===== src/rtl/audio_app_prgrm_tx_if.sv =====
// Interface for the audio_app programming transmitter: control-side word
// handshake, audio_app serial pins and status pulses.
interface audio_app_prgrm_tx_if #(
  parameter int DATA_W = 8
);
  logic [DATA_W-1:0] cfg_data;
  logic              cfg_valid;
  logic              cfg_ready;
  logic              prgrm_in;
  logic              prgrm_go_;
  logic              err_;
  logic              busy;
  logic              done;
  logic              fail;

  modport master (
    output cfg_data, cfg_valid, err_,
    input  cfg_ready, prgrm_in, prgrm_go_, busy, done, fail
  );

  modport slave (
    input  cfg_data, cfg_valid, err_,
    output cfg_ready, prgrm_in, prgrm_go_, busy, done, fail
  );
endinterface


===== src/rtl/audio_app_prgrm_tx.sv =====
// Serializes a routing word MSB-first to audio_app, strobes prgrm_go_, watches err_
// and retries. Define PRGRM_PARITY_EN to append an even-parity bit after the LSB.
module audio_app_prgrm_tx #(
  parameter int DATA_W    = 8,
  parameter int ERR_WIN   = 4,
  parameter int MAX_RETRY = 2
) (
  input  logic                clk,
  input  logic                rst_,
  audio_app_prgrm_tx_if.slave bus
);

`ifdef PRGRM_PARITY_EN
  localparam int PAR_W = 1;
`else
  localparam int PAR_W = 0;
`endif
  localparam int FRAME_W = DATA_W + PAR_W;
  localparam int CNT_W   = $clog2(FRAME_W + 1);
  localparam int WIN_W   = $clog2(ERR_WIN + 1);
  localparam int RTY_W   = $clog2(MAX_RETRY + 2);

  typedef enum logic [1:0] {IDLE, SHIFT, GO, CHECK} state_t;

  state_t             state_q, state_d;
  logic [DATA_W-1:0]  hold_q;
  logic [FRAME_W-1:0] shift_q;
  logic [CNT_W-1:0]   bit_cnt_q;
  logic [WIN_W-1:0]   win_cnt_q;
  logic [RTY_W-1:0]   retry_cnt_q;
  logic               err_seen_q;

  logic               accept, retry, pass, give_up;
  logic [DATA_W-1:0]  load_word;
  logic [FRAME_W-1:0] load_frame;

  logic prgrm_in_q, prgrm_go_n_q, cfg_ready_q, busy_q, done_q, fail_q;
  logic prgrm_in_d, prgrm_go_n_d, busy_d;

  // A retry resends the held word; only a fresh accept looks at cfg_data.
  assign load_word = (state_q == IDLE) ? bus.cfg_data : hold_q;
`ifdef PRGRM_PARITY_EN
  assign load_frame = {load_word, ^load_word};
`else
  assign load_frame = load_word;
`endif

  // NOTE: sequential state uses non-blocking assignments so every register
  // samples the pre-edge values, independent of process ordering.
  always_ff @(posedge clk or negedge rst_) begin
    if (!rst_) state_q <= IDLE;
    else       state_q <= state_d;
  end

  // NOTE: every signal driven here gets a default first, so no path can leave
  // it unassigned and infer a latch.
  always_comb begin
    state_d = state_q;
    accept  = 1'b0;
    retry   = 1'b0;
    pass    = 1'b0;
    give_up = 1'b0;
    unique case (state_q)
      IDLE: if (bus.cfg_valid) begin
        accept  = 1'b1;
        state_d = SHIFT;
      end
      SHIFT: if (bit_cnt_q == CNT_W'(FRAME_W - 1)) state_d = GO;
      GO:    state_d = CHECK;
      CHECK: if (win_cnt_q == WIN_W'(ERR_WIN - 1)) begin
        // The final window sample is folded in directly rather than via err_seen_q.
        if (!err_seen_q && bus.err_) begin
          pass    = 1'b1;
          state_d = IDLE;
        end else if (retry_cnt_q < RTY_W'(MAX_RETRY)) begin
          retry   = 1'b1;
          state_d = SHIFT;
        end else begin
          give_up = 1'b1;
          state_d = IDLE;
        end
      end
      default: state_d = IDLE;
    endcase
  end

  always_comb begin
    prgrm_in_d = 1'b0;
    if (accept || retry)                           prgrm_in_d = load_frame[FRAME_W-1];
    else if (state_q == SHIFT && state_d == SHIFT) prgrm_in_d = shift_q[FRAME_W-1];
    prgrm_go_n_d = (state_d != GO);
    busy_d       = (state_d != IDLE);
  end

  always_ff @(posedge clk or negedge rst_) begin
    if (!rst_) begin
      hold_q       <= '0;
      shift_q      <= '0;
      bit_cnt_q    <= '0;
      win_cnt_q    <= '0;
      retry_cnt_q  <= '0;
      err_seen_q   <= 1'b0;
      prgrm_in_q   <= 1'b0;
      prgrm_go_n_q <= 1'b1;
      cfg_ready_q  <= 1'b1;
      busy_q       <= 1'b0;
      done_q       <= 1'b0;
      fail_q       <= 1'b0;
    end else begin
      prgrm_in_q   <= prgrm_in_d;
      prgrm_go_n_q <= prgrm_go_n_d;
      busy_q       <= busy_d;
      cfg_ready_q  <= ~busy_d;
      done_q       <= pass;
      fail_q       <= give_up;

      if (accept) begin
        hold_q      <= bus.cfg_data;
        retry_cnt_q <= '0;
      end else if (retry) begin
        retry_cnt_q <= retry_cnt_q + 1'b1;
      end

      // shift_q[MSB] is always the next bit to drive onto prgrm_in.
      if (accept || retry) begin
        shift_q   <= load_frame << 1;
        bit_cnt_q <= '0;
      end else if (state_q == SHIFT) begin
        shift_q   <= shift_q << 1;
        bit_cnt_q <= bit_cnt_q + 1'b1;
      end

      if (state_q == GO) begin
        win_cnt_q  <= '0;
        err_seen_q <= 1'b0;
      end else if (state_q == CHECK) begin
        win_cnt_q  <= win_cnt_q + 1'b1;
        err_seen_q <= err_seen_q | ~bus.err_;
      end
    end
  end

  assign bus.prgrm_in  = prgrm_in_q;
  assign bus.prgrm_go_ = prgrm_go_n_q;
  assign bus.cfg_ready = cfg_ready_q;
  assign bus.busy      = busy_q;
  assign bus.done      = done_q;
  assign bus.fail      = fail_q;

endmodule

===== src/flat_wrapper.sv =====
// flat-port wrapper written by rule: the top's interface ports become plain ports
module audio_app_prgrm_tx_flat 
#(
  parameter int DATA_W    = 8,
  parameter int ERR_WIN   = 4,
  parameter int MAX_RETRY = 2
)
  (clk, rst_, bus_cfg_data, bus_cfg_valid, bus_err_, bus_cfg_ready, bus_prgrm_in, bus_prgrm_go_, bus_busy, bus_done, bus_fail);
  audio_app_prgrm_tx_if #(.DATA_W(DATA_W)) bus_i ();
  input  logic clk;
  input  logic rst_;
  input wire logic [$bits(bus_i.cfg_data)-1:0] bus_cfg_data;
  input wire logic [$bits(bus_i.cfg_valid)-1:0] bus_cfg_valid;
  input wire logic [$bits(bus_i.err_)-1:0] bus_err_;
  output wire logic [$bits(bus_i.cfg_ready)-1:0] bus_cfg_ready;
  output wire logic [$bits(bus_i.prgrm_in)-1:0] bus_prgrm_in;
  output wire logic [$bits(bus_i.prgrm_go_)-1:0] bus_prgrm_go_;
  output wire logic [$bits(bus_i.busy)-1:0] bus_busy;
  output wire logic [$bits(bus_i.done)-1:0] bus_done;
  output wire logic [$bits(bus_i.fail)-1:0] bus_fail;
  assign bus_i.cfg_data = bus_cfg_data;
  assign bus_i.cfg_valid = bus_cfg_valid;
  assign bus_i.err_ = bus_err_;
  assign bus_cfg_ready = bus_i.cfg_ready;
  assign bus_prgrm_in = bus_i.prgrm_in;
  assign bus_prgrm_go_ = bus_i.prgrm_go_;
  assign bus_busy = bus_i.busy;
  assign bus_done = bus_i.done;
  assign bus_fail = bus_i.fail;
  audio_app_prgrm_tx #(.DATA_W(DATA_W), .ERR_WIN(ERR_WIN), .MAX_RETRY(MAX_RETRY)) u_core (.clk(clk), .rst_(rst_), .bus(bus_i));
endmodule

===== config.mk =====
export PLATFORM = sky130hd
export DESIGN_NAME = audio_app_prgrm_tx_flat
export DESIGN_NICKNAME = d
export VERILOG_FILES = /design/src/rtl/audio_app_prgrm_tx_if.sv /design/src/rtl/audio_app_prgrm_tx.sv /design/src/flat_wrapper.sv
export SDC_FILE = /design/constraint.sdc
export NUM_CORES = 1
export LEC_CHECK = 0
export ABC_AREA = 1
export CAP_MARGIN = 20
export CORE_UTILIZATION = 50
export DETAILED_ROUTE_END_ITERATION = 10
export PLACE_DENSITY = 0.72
export SYNTH_ARGS = -nofsm -noshare
export SYNTH_HDL_FRONTEND = slang
export SYNTH_SLANG_ARGS = --single-unit

===== constraint.sdc =====
create_clock -name clk -period 2.8 [get_ports clk]
set_clock_uncertainty 0.15 [all_clocks]
set_input_delay 0.56 -clock clk [delete_from_list [all_inputs] [get_ports clk]]
set_output_delay 0.56 -clock clk [all_outputs]
set_load 0.05 [all_outputs]

==> results of run 1 <==
worst max path at each step:
| stage | endpoint | cells past startpoint |
|---|---|---|
| after global placement | bus_cfg_ready | 1 |
| after floorplan | u_core.shift_q[6] | 9 |
| after detailed placement | bus_cfg_ready | 1 |
| after CTS | bus_cfg_ready | 1 |
| final | bus_cfg_ready | 1 |
| after global routing | bus_prgrm_go_ | 1 |
per-layer routing:
layer / share of wire [%] / GRT usage [%]
met4: 1.5 / 6.27
met5: 0 / 0
met3: 4.2 / 6.70
met2: 48 / 31.4
met1: 46 / 22.3
tightest hold or removal path, stage by stage, from the launching register on:
cell and delay (ns):
dfrtp_1 0.34, nand2_1 0.05, o21ai_0 0.06
power by group through the flow:
| stage | Sequential, W | Clock, W | Combinational, W |
|---|---|---|---|
| finish | 0.000773 | 0.000299 | 0.000736 |
| global route | 0.000793 | 0.000330 | 0.000849 |
| CTS | 0.000773 | 0.000308 | 0.000745 |
| detailed placement | 0.000783 | 0 | 0.000742 |
| global placement | 0.000772 | 0 | 0.000718 |
| floorplan | 0.000829 | 0 | 0.000548 |
registers in the layout, summed over array words and instances (netlist names):
register / count
u_core.bus.busy: 1
u_core.bus.prgrm_in: 1
u_core.hold_q: 8
u_core.bit_cnt_q: 4
u_core.bus.done: 1
u_core.retry_cnt_q: 2
u_core.win_cnt_q: 3
u_core.bus.cfg_ready: 1
u_core.err_seen_q: 1
u_core.state_q: 2
u_core.shift_q: 7
u_core.bus.prgrm_go_: 1
u_core.bus.fail: 1
metrics by stage:
step | total power (W) | hold slack, ns | std cells
4_1_cts | 0.00183 | 0.347 | 224
3_5_place_dp | 0.00153 | 0.325 | 216
5_1_grt | 0.00197 | 0.382 | 224
6_report | 0.00181 | 0.338 | 224
3_3_place_gp | 0.00149 | 0.320 | 216
2_1_floorplan | 0.00138 | 0.114 | 173
cell type report:
type / count / area [um^2] / share of cell area, %
clock buffer: 7 / 65.1 / 3.64
clock inverter: 1 / 5.00 / 0.280
inverter: 21 / 80.1 / 4.48
multi-input combinational: 113 / 591 / 33.1
sequential: 33 / 828 / 46.4
tap: 31 / 38.8 / 2.17
timing repair buffer: 18 / 178 / 9.95
cell usage in the layout (no fill, tap or decap), drive strengths merged:
master / count
o22ai: 2
and2: 1
dfstp: 2
clkdlybuf4s50: 17
nand4: 7
xor2: 2
clkinv: 2
clkbuf: 7
nor3: 1
inv: 20
ha: 3
o21ai: 19
dfrtp: 31
nand2: 51
nor2: 11
a21oi: 3
buf: 1
nand3: 13
cells by family (layout without fill, tap and decap cells):
logic type,Yosys count,after routing
and+or+nand+nor,84,84
DFF,33,33
buffers and inverters,27,47
AOI/OAI and AO/OA,24,24
adders and majority gates,3,3
xor gates and xnor gates,2,2
==> flow_metrics.py, run 1 <==
metrics = {
    "synthesis": {
        "yosysTopAreaCell": "dfrtp_1",
        "synth_common_cells": "nand2_1 (46), dfrtp_1 (31), inv_1 (17)",
        "avgSynthCellArea_um2": 8.94,
        "post-synth-top-count-cell": "nand2_1",
        "syn-num-nets": 188,
        "ys_async_sr_fraction_pct": 100,
        "synthSimpleGateAreaFrac_pct": 26.5,
        "synth_edf_count": 0,
        "synthMuxAreaShare_pct": 0,
        "synthTopCellsByArea": "dfrtp_1 (50%), nand2_1 (11%), o21ai_0 (4.2%)",
        "synth_ff_type": "dfrtp_1",
        "synthAdderAreaFrac_pct": 2.43,
        "synth_top_area_share_pct": 50.2,
        "synth_cell_types": 26,
        "yosysSeqAreaShare_pct": 53.6,
        "netlist_instances": 173,
        "yosys_warnings": 0,
        "synth-seq-cells": 33,
        "synth_top_family_by_area": "simple AND/OR/NAND/NOR gates",
        "synth_xor_xnor_area_share_pct": 1.13,
        "netlist_area_um2": 1550,
        "synth_compound_area_share_pct": 8.17,
    },
    "route": {
        "post_drt_wl_per_cell_um": 11.7,
        "dr.pass1.iters": 7,
        "drt_iter0_drc": 31,
        "via_count": 1133,
        "viasPerCell": 5.06,
        "drc": 1,
        "drt-total-wl_um": 2610,
        "ant_nets": 0,
    },
    "floorplan": {
        "dieArea_um2": 3320,
        "fp-row-count": 19,
        "initial_core_util_pct": 54.2,
        "die_w_um": 57.6,
        "core_um2": 2850,
        "die_y_um": 57.6,
        "io_pins": 18,
    },
    "cts": {
        "root_buffer": "clkbuf_4",
        "cts_buffers": 5,
        "clkTransAtPathRegs_ns": 0.10,
        "htree_levels": 2,
        "clk_latency_ns": 0.33,
        "cts.repair.resized": 0,
        "cts_hold_repair.buffers": 0,
        "cts_tree": "built",
        "cts_buffer_depth": 2,
        "postCtsSetupRepairBufs": 0,
        "clock_sinks": 33,
    },
    "timing": {
        "slew_violations": 0,
        "finalSetupViolCount": 0,
        "tightest_slew_ns": 0.493,
        "max_freq_mhz": 425,
        "rsz0062_at_grt": "false",
        "tns_ns": 0,
        "period_minus_slack_ns": 2.35,
        "fin_ws_ns": 0.446,
        "relSlewSlack_pct": 67.0,
        "fin_crit_sh_pct": 84.1,
        "final-hold-violation-count": 0,
    },
    "placement": {
        "pre_cts_ws_ns": 0.807,
        "hpwlAfterDp_um": 1880,
        "routabilityCongestion": 0.743,
        "io_buffers": 17,
        "placed_area_um2": 1720,
    },
    "power": {
        "p_int_w": 0.00108,
        "clock_power_share_pct": 16.5,
        "power_switching_w": 0.000727,
        "p_per_area_nw_per_um2": 1010,
        "max-vdd-ir-drop_uv": 511,
        "comb_power_share_pct": 40.7,
        "pwr-share-seq_pct": 42.7,
        "leakage_nw": 0.890,
        "p_sw_share_pct": 40.2,
    },
    "setup_path": {
        "r2r_cells": 8,
        "critPathKind": "flip-flop to output port",
        "crit_fanout": 1,
        "cp_slowest_cell": "clkdlybuf4s50_1",
        "cp_num_buf_inv": 1,
        "start_kind": "flip-flop",
        "path_cells": "clkdlybuf4s50_1",
        "critPathMaxStageDelay_ns": 0.79,
        "rr_startpoint": "u_core.win_cnt_q[0]",
        "crit_required_ns": 2.09,
        "cp-end-kind": "output port",
        "cp_top_family": "buffers and inverters",
        "cp-startpoint": "u_core.bus.cfg_ready",
        "r2r_end": "u_core.shift_q[2]",
        "critPathArrivalTime_ns": 1.64,
        "r2r_setup_slack_ns": 1.08,
    },
    "status": {
        "status": "complete, but fails checks",
        "violations": "design-rule violations",
    },
    "global_route": {
        "gr-usage-all-layers_pct": 18.7,
        "grt_max_degree": 34,
        "grt_pass1_vias": 1067,
        "antenna_found_initial": 0,
        "grt_pass1_wl_um": 4610,
        "overflow": 0,
    },
    "worst_hold_path": {
        "hp-class": "flip-flop to flip-flop",
        "min_from": "u_core.hold_q[1]",
        "hold_path_end": "u_core.hold_q[1]",
        "hold_depth": 2,
    },
    "final_layout": {
        "post-route-util_pct": 62.6,
        "antenna_cells": 0,
        "postLayoutCellArea_um2": 1790,
        "n_fill_cell": 242,
        "drive_gt1_share_pct": 13.5,
        "area_growth_pct": 15.5,
        "final_nets": 207,
    },
    "flow_run": {
        "cap_violations": 0,
    },
}
(Power assumes the default switching activity.)
==> inputs of run 2 (changes only) <==
==> constraint.sdc (replaced) <==
create_clock -name clk -period 2.4 [get_ports clk]
set_clock_uncertainty 0.15 [all_clocks]
set_input_delay 0.48 -clock clk [delete_from_list [all_inputs] [get_ports clk]]
set_output_delay 0.48 -clock clk [all_outputs]
set_load 0.05 [all_outputs]
==> results of run 2 <==
Same layout as run 1 (identical final DEF). Status: complete, but fails checks: design-rule violations.
Among the figures that moved: setup slack after placement 0.807 ns -> 0.487 ns; setup slack after layout 0.446 ns -> 0.126 ns; register-to-register setup slack 1.08 ns -> 0.68 ns; total power 0.00181 W -> 0.00211 W; worst IR drop on VDD 511 uV -> 597 uV
==> variant 1 (flow settings as in run 1) <==
Build with the macro `PRGRM_PARITY_EN` defined.
--- a/src/rtl/audio_app_prgrm_tx.sv
+++ b/src/rtl/audio_app_prgrm_tx.sv
@@ -1,4 +1,6 @@
 // Serializes a routing word MSB-first to audio_app, strobes prgrm_go_, watches err_
 // and retries. Define PRGRM_PARITY_EN to append an even-parity bit after the LSB.
+`define PRGRM_PARITY_EN
+
 module audio_app_prgrm_tx #(
   parameter int DATA_W    = 8,
Behaviour: not the same (a bounded check fails within 10 cycles, from zero or initial values and one cycle with rst_ low).
==> variant 1 against run 1 <==
- combinational power up 70%
- area after synthesis up 17%
- sequential share of layout area down 5.7 points
- largest cell class unchanged
- power up 41%
- cell area up 18%
- synthesized cell count up 33%
- routed wire length up 24%
- worst setup slack worse by 0.019 ns
- sequential cell count up 1
==> variant 1: results (changes against run 1) <==
INFO  metric run_status = completed
INFO  metric clock-root-buffer = clkbuf_4
INFO  metric tightest_slew = 0.530 ns (+0.0374 ns)
INFO  metric biggestRegsByFlops = u_core.hold_q (8), u_core.shift_q (8), u_core.bit_cnt_q (4)
INFO  metric layout-drive-gt1-share = 9.96% (-3.5 points)
INFO  metric placed_cells_incl_taps = 289 (+34%)
INFO  metric hold_end = u_core.retry_cnt_q[0]
INFO  metric grt_usage = 19.9% (+1.3 points)
INFO  metric power.ir.vdd_worst = 680 µV (+33%)
INFO  metric post_synth_main_area_contributors = dfrtp_1 (44%), nand2_1 (19%), inv_1 (6.8%)
INFO  metric clock_cell_area_share = 5.07% (+1.1 points)
INFO  metric design.seq.count = 34 (+3.0%)
INFO  metric nMultiInputCombCells = 155 (+37%)
INFO  metric min_delay_path_depth = 1 (-1)
INFO  metric synth_nets = 246 (+31%)
INFO  metric cellLeakagePower = 1.12 nW (+25%)
INFO  metric nNonClkInverters = 36 (+71%)
INFO  metric syn-instance-count = 230 (+33%)
INFO  metric first_pass_grt_wire_length = 6010 µm (+30%)
INFO  metric synth-xor-area-share = 0.484% (-0.65 points)
INFO  metric met1Wirelength = 1620 µm (+35%)
INFO  metric final_net_count = 266 (+29%)
INFO  metric place_ws = 0.629 ns (-0.178 ns)
INFO  metric regToRegSetupSlack = 0.82 ns (-0.26 ns)
INFO  metric detailedPlacementHpwl = 2370 µm (+26%)
INFO  metric r2r_cells = 7 (-1)
INFO  metric placeableCoreArea = 3390 µm² (+19%)
INFO  metric hold_ws = 0.315 ns (-0.0233 ns)
INFO  metric seq_share = 40.7% (-5.7 points)
INFO  metric routed_wl = 3230 µm (+24%)
INFO  metric dpl_cell_area = 1990 µm² (+16%)
INFO  metric yosys.area_share.adder = 2.77% (+0.34 points)
INFO  metric synth-compound-area-share = 11.6% (+3.4 points)
INFO  metric r2r_start = u_core.state_q[1]
INFO  metric synth-seq-area-share = 47.2% (-6.4 points)
INFO  metric multiInputGateArea = 766 µm² (+30%)
INFO  metric detailroute.via_count = 1436 (+27%)
[variant 1: metal layers]
metal	up-vias	GRT usage [%]
li1	762	-
met1	649	26.8
met2	19	30.5
met3	6	4.96
met4	0	8.72
met5	-	0
[variant 1: how the worst max path moves through the flow]
| stage | start | to | slack [ns] |
|---|---|---|---|
| 3_5_place_dp | bus_cfg_valid | u_core.shift_q[6] | 0.63 |
| 3_3_place_gp | bus_cfg_valid | u_core.shift_q[6] | 0.66 |
| 2_1_floorplan | u_core.win_cnt_q[0] | u_core.shift_q[6] | 1.10 |
| 5_1_grt | u_core.bus.prgrm_go_ | bus_prgrm_go_ | 0.35 |
| 4_1_cts | u_core.bus.prgrm_go_ | bus_prgrm_go_ | 0.40 |
| 6_report | u_core.bus.prgrm_go_ | bus_prgrm_go_ | 0.43 |
[variant 1: where the power goes]
group	internal, mW	switching [mW]	total [mW]
sequential	0.692	0.154	0.846
clock	0.279	0.174	0.453
combinational	0.433	0.815	1.25
==> variant 2 (config.mk and constraints of run 1) <==
Made on the original files. Encoding of `state_t`: now one-hot (4 bits for 4 states).
--- a/src/rtl/audio_app_prgrm_tx.sv
+++ b/src/rtl/audio_app_prgrm_tx.sv
@@ -21,5 +21,5 @@
   localparam int RTY_W   = $clog2(MAX_RETRY + 2);
 
-  typedef enum logic [1:0] {IDLE, SHIFT, GO, CHECK} state_t;
+  typedef enum logic [3:0] {IDLE = 4'b0001, SHIFT = 4'b0010, GO = 4'b0100, CHECK = 4'b1000} state_t;
 
   state_t             state_q, state_d;
Function: no difference found for any inputs over 10 cycles, from zero or initial values and one cycle with rst_ low; not proved beyond that.
==> variant 2 against run 1 <==
- routed wire length up 25%
- cell area up 8.2%
- highest routed layer unchanged
- sequential cell count up 2
- power fell by 5.7%
- area after synthesis up 8.4%
- largest cell class unchanged
- worst setup slack got worse by 0.021 ns
- count of clock-buffer cells in the layout increased by 1
- critical path type unchanged
==> variant 2: results (changes against run 1) <==
INFO  metric dr.pass1.iters = 4 (-3)
INFO  metric layout-drive-gt1-share = 9.78% (-3.7 points)
INFO  metric drt_via_density = 5.10 (+0.91%)
INFO  metric synth-seq-area-share = 52.5% (-1.1 points)
INFO  metric post_synth_main_area_contributors = dfrtp_1 (48%), nand2_1 (17%), nand3_1 (6.6%)
INFO  metric gp_congestion = 0.821 (+11%)
INFO  metric worstPathArrival = 1.66 ns (+0.02 ns)
INFO  metric dpl_cell_area = 1860 µm² (+8.6%)
INFO  metric synth.cells.most_frequent = nand2_1 (75), dfrtp_1 (32), nand3_1 (22), nor2_1 (22), inv_1 (14)
INFO  metric cellLeakagePower = 0.977 nW (+9.7%)
INFO  metric run_status = completed
INFO  metric first_global_vias = 1311 (+23%)
INFO  metric detail_route.iter0.violations = 64 (+110%)
INFO  metric power.ir.vdd_worst = 470 µV (-8.1%)
INFO  metric grt_max_degree = 36 (+5.9%)
INFO  metric biggestRegsByFlops = u_core.hold_q (8), u_core.shift_q (7)
INFO  metric n_fill_cell = 284 (+17%)
INFO  metric synth_cell_type_count = 24 (-7.7%)
INFO  metric final_net_count = 239 (+15%)
INFO  metric max-slew-margin-rel = 66.9% (-0.13 points)
INFO  metric routed_wl = 3260 µm (+25%)
INFO  metric grt_usage = 22.1% (+3.4 points)
INFO  metric detailedPlacementHpwl = 2320 µm (+23%)
INFO  metric place_ws = 0.745 ns (-0.0623 ns)
INFO  metric first_pass_grt_wire_length = 5650 µm (+23%)
==> variant 2: cell types whose count changed after synthesis, moves of 2 or more <==
cell	delta
nand2_1	+29
nand2_4	-2
nand3_2	-2
o21ai_0	-10
o21ai_1	-5
nor2_4	+2
nand3_1	+12
inv_1	-3
nor2_1	+12
==> variant 2: cell families (layout without fill, tap and decap cells) <==
| family | Yosys count | count (layout) | synth area share, % |
|---|---|---|---|
| AO/OA/AOI/OAI | 8 | 8 | 2.46 |
| XOR/XNOR | 1 | 1 | 0.522 |
| buffers and inverters | 21 | 42 | 6.34 |
| AND/OR/NAND/NOR | 136 | 136 | 36.0 |
| flip-flops | 35 | 35 | 52.5 |
| adder cells (fa/ha/maj) | 3 | 3 | 2.24 |
==> variant 2: path summary, 6_finish.rpt <==
check	end	from	slack (ns)	cells after the start
worst max-delay path	bus_cfg_ready	u_core.bus.cfg_ready	0.43	1
worst min-delay path	u_core.hold_q[5]	u_core.hold_q[5]	0.34	2
worst max register to register	u_core.shift_q[7]	u_core.state_q[0]	0.91	6
worst min register to register	u_core.hold_q[5]	u_core.hold_q[5]	0.34	2
max in group asynchronous	u_core.bus.prgrm_go_	rst_	1.69	2
min in group asynchronous	u_core.win_cnt_q[2]	rst_	0.47	2
==> variant 2: power by group <==
part	switching, mW	internal (mW)	leakage, nW	total (mW)
sequential	0.0807	0.662	0.445	0.743
combinational	0.431	0.216	0.493	0.648
clock	0.166	0.148	0.0386	0.314
==> variant 2: through the flow <==
stage	cells	power [mW]	utilization (%)
after floorplan	204	1.25	-
after global placement	261	1.38	59.6
after detailed placement	261	1.40	59.6
after CTS	269	1.72	61.8
after global routing	269	1.83	61.8
final	269	1.70	61.8
==> variant 2: per-layer routing <==
layer / part of all wire (%) / global-route usage, % / up-vias
met5: 0 / 0 / -
met4: 1.6 / 11.6 / 0
met3: 5.4 / 6.71 / 7
met2: 50 / 36.5 / 37
met1: 43 / 25.7 / 642
li1: - / - / 687
==> variant 2: cell type report <==
cell class,instances,share of cell area [%]
Clock buffer,8,3.56
Inverter,16,3.11
Multi-Input combinational cell,148,35.8
Sequential cell,35,45.5
Tap cell,44,2.85
Timing Repair Buffer,18,9.20
